<file path="config.mk">
export PLATFORM = sky130hd
export DESIGN_NAME = class_vote_argmax
export DESIGN_NICKNAME = d
export VERILOG_FILES = /design/src/rtl/class_vote_argmax.sv
export SDC_FILE = /design/constraint.sdc
export NUM_CORES = 1
export LEC_CHECK = 0
export CAP_MARGIN = 25
export CORE_ASPECT_RATIO = 1.5
export CORE_MARGIN = 4
export CORE_UTILIZATION = 64
export CTS_CLUSTER_SIZE = 25
export DETAILED_ROUTE_END_ITERATION = 8
export DONT_BUFFER_PORTS = 1
export HOLD_SLACK_MARGIN = 0.03
export PLACE_DENSITY = 0.86
export SLEW_MARGIN = 20
export SYNTH_ARGS = -nofsm -noshare
export SYNTH_HDL_FRONTEND = slang
export SYNTH_SLANG_ARGS = --single-unit
</file>
<file path="constraint.sdc">
create_clock -name clk -period 3.13 [get_ports clk]
set_input_delay 0.626 -clock clk [delete_from_list [all_inputs] [get_ports clk]]
set_output_delay 0.626 -clock clk [all_outputs]
set_load 0.05 [all_outputs]
</file>
<file path="src/rtl/class_vote_argmax.sv">
// Tree-ensemble vote accumulator: sums per-class votes over the beats of a vector,
// then walks the class counters one per cycle to pick the winner (lowest index on ties).
module class_vote_argmax #(
    parameter int unsigned NUM_CLASSES = 8,
    parameter int unsigned NUM_TREES   = 16,
    localparam int unsigned CW = $clog2(NUM_TREES + 1),
    localparam int unsigned IW = $clog2(NUM_CLASSES)
) (
    input  logic                   clk,
    input  logic                   rst_n,
    input  logic                   in_valid,
    output logic                   in_ready,
    input  logic [NUM_CLASSES-1:0] in_votes,
    input  logic                   in_last,
    output logic                   out_valid,
    input  logic                   out_ready,
    output logic [IW-1:0]          out_class,
    output logic [CW-1:0]          out_count,
    output logic                   out_tie,
    output logic                   out_overflow
);

    typedef enum logic [1:0] {ACCUM, SCAN, HOLD} state_t;

    state_t          state_q, state_d;
    logic [CW-1:0]   cnt_q [NUM_CLASSES];
    logic [CW-1:0]   cnt_d [NUM_CLASSES];
    logic [CW-1:0]   beats_q, beats_d;
    logic            ovf_q, ovf_d;
    logic [IW-1:0]   scan_idx_q, scan_idx_d;
    logic [CW-1:0]   best_q, best_d;
    logic [IW-1:0]   best_idx_q, best_idx_d;
    logic            best_tie_q, best_tie_d;
    logic            in_ready_q, in_ready_d;
    logic            out_valid_q, out_valid_d;
    logic [IW-1:0]   out_class_q, out_class_d;
    logic [CW-1:0]   out_count_q, out_count_d;
    logic            out_tie_q, out_tie_d;
    logic            out_overflow_q, out_overflow_d;
    logic [CW-1:0]   cur_cnt;

    assign in_ready     = in_ready_q;
    assign out_valid    = out_valid_q;
    assign out_class    = out_class_q;
    assign out_count    = out_count_q;
    assign out_tie      = out_tie_q;
    assign out_overflow = out_overflow_q;

    // Next-state, counter and result logic
    always_comb begin
        state_d        = state_q;
        cnt_d          = cnt_q;
        beats_d        = beats_q;
        ovf_d          = ovf_q;
        scan_idx_d     = scan_idx_q;
        best_d         = best_q;
        best_idx_d     = best_idx_q;
        best_tie_d     = best_tie_q;
        out_class_d    = out_class_q;
        out_count_d    = out_count_q;
        out_tie_d      = out_tie_q;
        out_overflow_d = out_overflow_q;
        cur_cnt        = cnt_q[scan_idx_q];

        case (state_q)
            ACCUM: begin
                if (in_valid && in_ready_q) begin
                    for (int k = 0; k < NUM_CLASSES; k++) begin
                        if (in_votes[k] && (cnt_q[k] != CW'(NUM_TREES))) begin
                            cnt_d[k] = cnt_q[k] + CW'(1);
                        end
                    end
                    if (beats_q == CW'(NUM_TREES)) begin
                        ovf_d = 1'b1;
                    end else begin
                        beats_d = beats_q + CW'(1);
                    end
                    if (in_last) begin
                        state_d    = SCAN;
                        scan_idx_d = '0;
                    end
                end
            end
            SCAN: begin
                if (scan_idx_q == '0) begin
                    best_d     = cur_cnt;
                    best_idx_d = '0;
                    best_tie_d = 1'b0;
                end else if (cur_cnt > best_q) begin
                    best_d     = cur_cnt;
                    best_idx_d = scan_idx_q;
                    best_tie_d = 1'b0;
                end else if (cur_cnt == best_q) begin
                    best_tie_d = 1'b1;
                end
                // Publish the result together with the final class step
                if (scan_idx_q == IW'(NUM_CLASSES - 1)) begin
                    state_d        = HOLD;
                    out_class_d    = best_idx_d;
                    out_count_d    = best_d;
                    out_tie_d      = best_tie_d;
                    out_overflow_d = ovf_q;
                end else begin
                    scan_idx_d = scan_idx_q + IW'(1);
                end
            end
            HOLD: begin
                if (out_ready) begin
                    state_d = ACCUM;
                    for (int k = 0; k < NUM_CLASSES; k++) begin
                        cnt_d[k] = '0;
                    end
                    beats_d = '0;
                    ovf_d   = 1'b0;
                end
            end
            default: state_d = ACCUM;
        endcase

        in_ready_d  = (state_d == ACCUM);
        out_valid_d = (state_d == HOLD);
    end

    always_ff @(posedge clk or negedge rst_n) begin
        if (!rst_n) begin
            state_q        <= ACCUM;
            for (int k = 0; k < NUM_CLASSES; k++) begin
                cnt_q[k] <= '0;
            end
            beats_q        <= '0;
            ovf_q          <= 1'b0;
            scan_idx_q     <= '0;
            best_q         <= '0;
            best_idx_q     <= '0;
            best_tie_q     <= 1'b0;
            in_ready_q     <= 1'b1;
            out_valid_q    <= 1'b0;
            out_class_q    <= '0;
            out_count_q    <= '0;
            out_tie_q      <= 1'b0;
            out_overflow_q <= 1'b0;
        end else begin
            state_q        <= state_d;
            cnt_q          <= cnt_d;
            beats_q        <= beats_d;
            ovf_q          <= ovf_d;
            scan_idx_q     <= scan_idx_d;
            best_q         <= best_d;
            best_idx_q     <= best_idx_d;
            best_tie_q     <= best_tie_d;
            in_ready_q     <= in_ready_d;
            out_valid_q    <= out_valid_d;
            out_class_q    <= out_class_d;
            out_count_q    <= out_count_d;
            out_tie_q      <= out_tie_d;
            out_overflow_q <= out_overflow_d;
        end
    end

endmodule

</file>
==> results_dict.tcl <==
set metrics [dict create \
    grt_usage_pct 25.6 \
    clock_path_buffers 2 \
    setup_viol 0 \
    drive_above_1_share_pct 12.4 \
    setup.worst_path.class "reg2reg" \
    rows 35 \
    initial_core_util_pct 66.3 \
    ios 25 \
    whs_ns 0.111 \
    coreArea_um2 6170 \
    final_antenna_net_count 0 \
    clk_latency_ns 0.35 \
    wl_per_cell_um 18.5 \
    worstMarginPinSlew_ns 0.866 \
    final_core_util_pct 72.2 \
    async_flop_share_pct 100 \
    synthDistinctLibCells 44 \
    max_stage_delay_ns 0.49 \
    max-vdd-ir-drop_mv 0.628 \
    syn_avg_cell_area_um2 10.2 \
    yosys.area.top_type_share_pct 43.4 \
    fin_cells 486 \
    rrSetupSlack_ns 0.13 \
    syn_inst 401 \
    slew_viol_final 0 \
    crit_slowest_cell "mux4_2" \
    synth_area_um2 4090 \
    synth_edf_count 0 \
    die_w_um 73.3 \
    via_per_inst 6.38 \
    crit_top_cell "mux2_2" \
    fmax_ghz 0.333 \
    status "finished clean" \
    gp_congestion 0.839 \
    multi_input_area_um2 2100 \
    num-fill-cells 421 \
    dr.pass1.iters 5 \
    io_buffers 0 \
    path_cells "buf_4 > mux4_2 > mux2_2 > ha_1 > nand3_1 > nor3b_2 > a31oi_4 > buf_12 > nand2_4 > mux2_2" \
    slew_headroom_pct 42.3 \
    cts.sinks 72 \
    powerDensity_nw_per_um2 1270 \
    vias 3102 \
    grt_pass1_vias 3205 \
    finClkSkew_ns 0.00519 \
    nets 446 \
    antenna_found_initial 0 \
    syn-num-nets 440 \
    start_kind "register" \
    leakagePower_nw 2.00 \
    grt_pass1_wl_mm 15.4 \
    grt_overflow 0 \
    first_iter_violations 176 \
    path_max_fanout 8 \
    fin_area_um2 4460 \
    place_inst 467 \
    hpwlAfterDp_mm 6.11 \
    diodes 0 \
    cts_tree "yes" \
    reg2reg_to "best_q[2]" \
    end_kind "register" \
    cts_buffers 9 \
    register_area_um2 1800 \
    cap_violations 0 \
    worst_r2r_startpoint "scan_idx_q[0]" \
    synth_flop_cell "dfrtp_1" \
    fin_crit_ns 3.00 \
    wirelength_mm 8.99 \
    r2r_cells 10 \
    required_ns 3.36 \
    clockRootBuffer "clkbuf_8" \
    clkTransAtPathRegs_ns 0.08 \
    synth.ff_latch_count 72 \
    area_growth_pct 8.90 \
    synth_area_leaders "dfrtp_1 (43%), ha_1 (7.9%), xnor2_1 (5.4%)" \
    p_total_mw 5.64 \
    yosys_warnings 0 \
    fin_crit_sh_pct 95.9 \
    ys_seq_area_share_pct 44.1 \
    postPlaceCellArea_um2 4170 \
    die-area_um2 7760 \
    grt_max_degree 72 \
    hold_class "in2async" \
    synth_top_area_cell "dfrtp_1" \
    die_y_um 106 \
    rsz0062_at_grt "false" \
    h-tree-depth 3 \
    finalHoldViolations 0 \
    worstPathArrival_ns 3.23 \
    drc_errors 0 \
]
==> cell families (layout without fill, tap and decap cells) <==
| family | after synthesis | after routing | synth area share (%) |
|---|---|---|---|
| fa+ha+maj | 26 | 26 | 7.95 |
| simple gates | 125 | 125 | 15.4 |
| flops | 72 | 72 | 44.1 |
| mux | 29 | 29 | 11.1 |
| buf+inv | 48 | 59 | 4.74 |
| xor+xnor | 27 | 27 | 5.78 |
| compound gates | 74 | 74 | 11.0 |
==> placed cells by master (no fill, tap or decap), drive strengths merged, types with 2 or more instances in the layout <==
| cell | instances |
|---|---|
| dfrtp | 71 |
| clkinv | 3 |
| nor4 | 8 |
| nor2 | 42 |
| or4bb | 3 |
| nor3b | 4 |
| buf | 10 |
| mux4 | 10 |
| inv | 33 |
| mux2 | 12 |
| nand2b | 5 |
| nand3 | 20 |
| bufinv | 2 |
| xor2 | 2 |
| o21ai | 36 |
| mux2i | 7 |
| clkbuf | 10 |
| a211oi | 5 |
| a21o | 3 |
| a32o | 2 |
| o31ai | 7 |
| nand2 | 28 |
| nor3 | 8 |
| ha | 26 |
| a31oi | 2 |
| a21oi | 15 |
| xnor2 | 25 |
==> layer usage <==
| metal | part of all wire, % | track usage, % |
|---|---|---|
| met5 | 0 | 0 |
| met4 | 3.3 | 11.8 |
| met3 | 5.7 | 4.82 |
| met2 | 53 | 44.1 |
| met1 | 38 | 30.2 |
==> Yosys cell counts, drive strengths merged (8+ instances only) <==
cell type   n
nand3      20
nor4        8
clkbuf      8
dfrtp      71
a21oi      15
o21ai      36
mux2       12
inv        33
mux4       10
nor3        8
nor2       42
ha         26
xnor2      25
nand2      28
==> area by class of cell <==
cell class / count / area share (%)
Sequential cell: 72 / 40.5
Clock buffer: 10 / 3.09
Timing Repair Buffer: 10 / 2.58
Multi-Input combinational cell: 281 / 47.1
Inverter: 33 / 2.78
Tap cell: 74 / 2.08
Clock inverter: 6 / 1.85
==> critical path: cells and delay by family (launching register included) <==
kind	cells	cell delay, ns
simple gates	3	0.56
compound gates	1	0.06
mux	3	1.16
buf+inv	2	0.35
fa+ha+maj	1	0.31
flops	1	0.44
==> flip-flops by register name, summed over array words and instances, names as in the netlist <==
register      flops
best_tie_q        1
out_class         3
scan_idx_q        3
out_valid         1
state_q           2
best_idx_q        3
in_ready          1
out_overflow      1
beats_q           5
ovf_q             1
cnt_q            40
out_count         5
best_q            5
out_tie           1
==> metrics by stage <==
step	setup WS [ns]	TNS [ns]
CTS	0.0338	0
finish	0.128	0
detailed placement	-0.00642	-0.00827
global placement	0.0920	0
global route	0.0127	0
floorplan	0.250	0
==> report_power, final <==
part | internal [mW] | total (mW) | switching (mW) | leakage (nW)
logic | 1.34 | 2.85 | 1.51 | 0.966
registers | 1.34 | 1.96 | 0.625 | 0.917
clock network | 0.466 | 0.819 | 0.353 | 0.112
==> worst max-delay path by stage <==
stage	from	slack (ns)	end
after floorplan	scan_idx_q[0]	0.25	best_q[0]
after global placement	scan_idx_q[0]	0.09	best_q[2]
after detailed placement	scan_idx_q[0]	-0.006	best_q[3]
after CTS	scan_idx_q[0]	0.03	best_q[2]
after global routing	scan_idx_q[0]	0.01	best_q[2]
final	scan_idx_q[0]	0.13	best_q[2]
==> repair_timing <==
action	CTS	global route
hold buffers	1	0
endpoints found under the setup margin	6	11
endpoints found under the hold margin	71	0
gates resized for setup	0	2
buffers inserted	1	0
pin swaps	1	0
(Power assumes the default switching activity.)
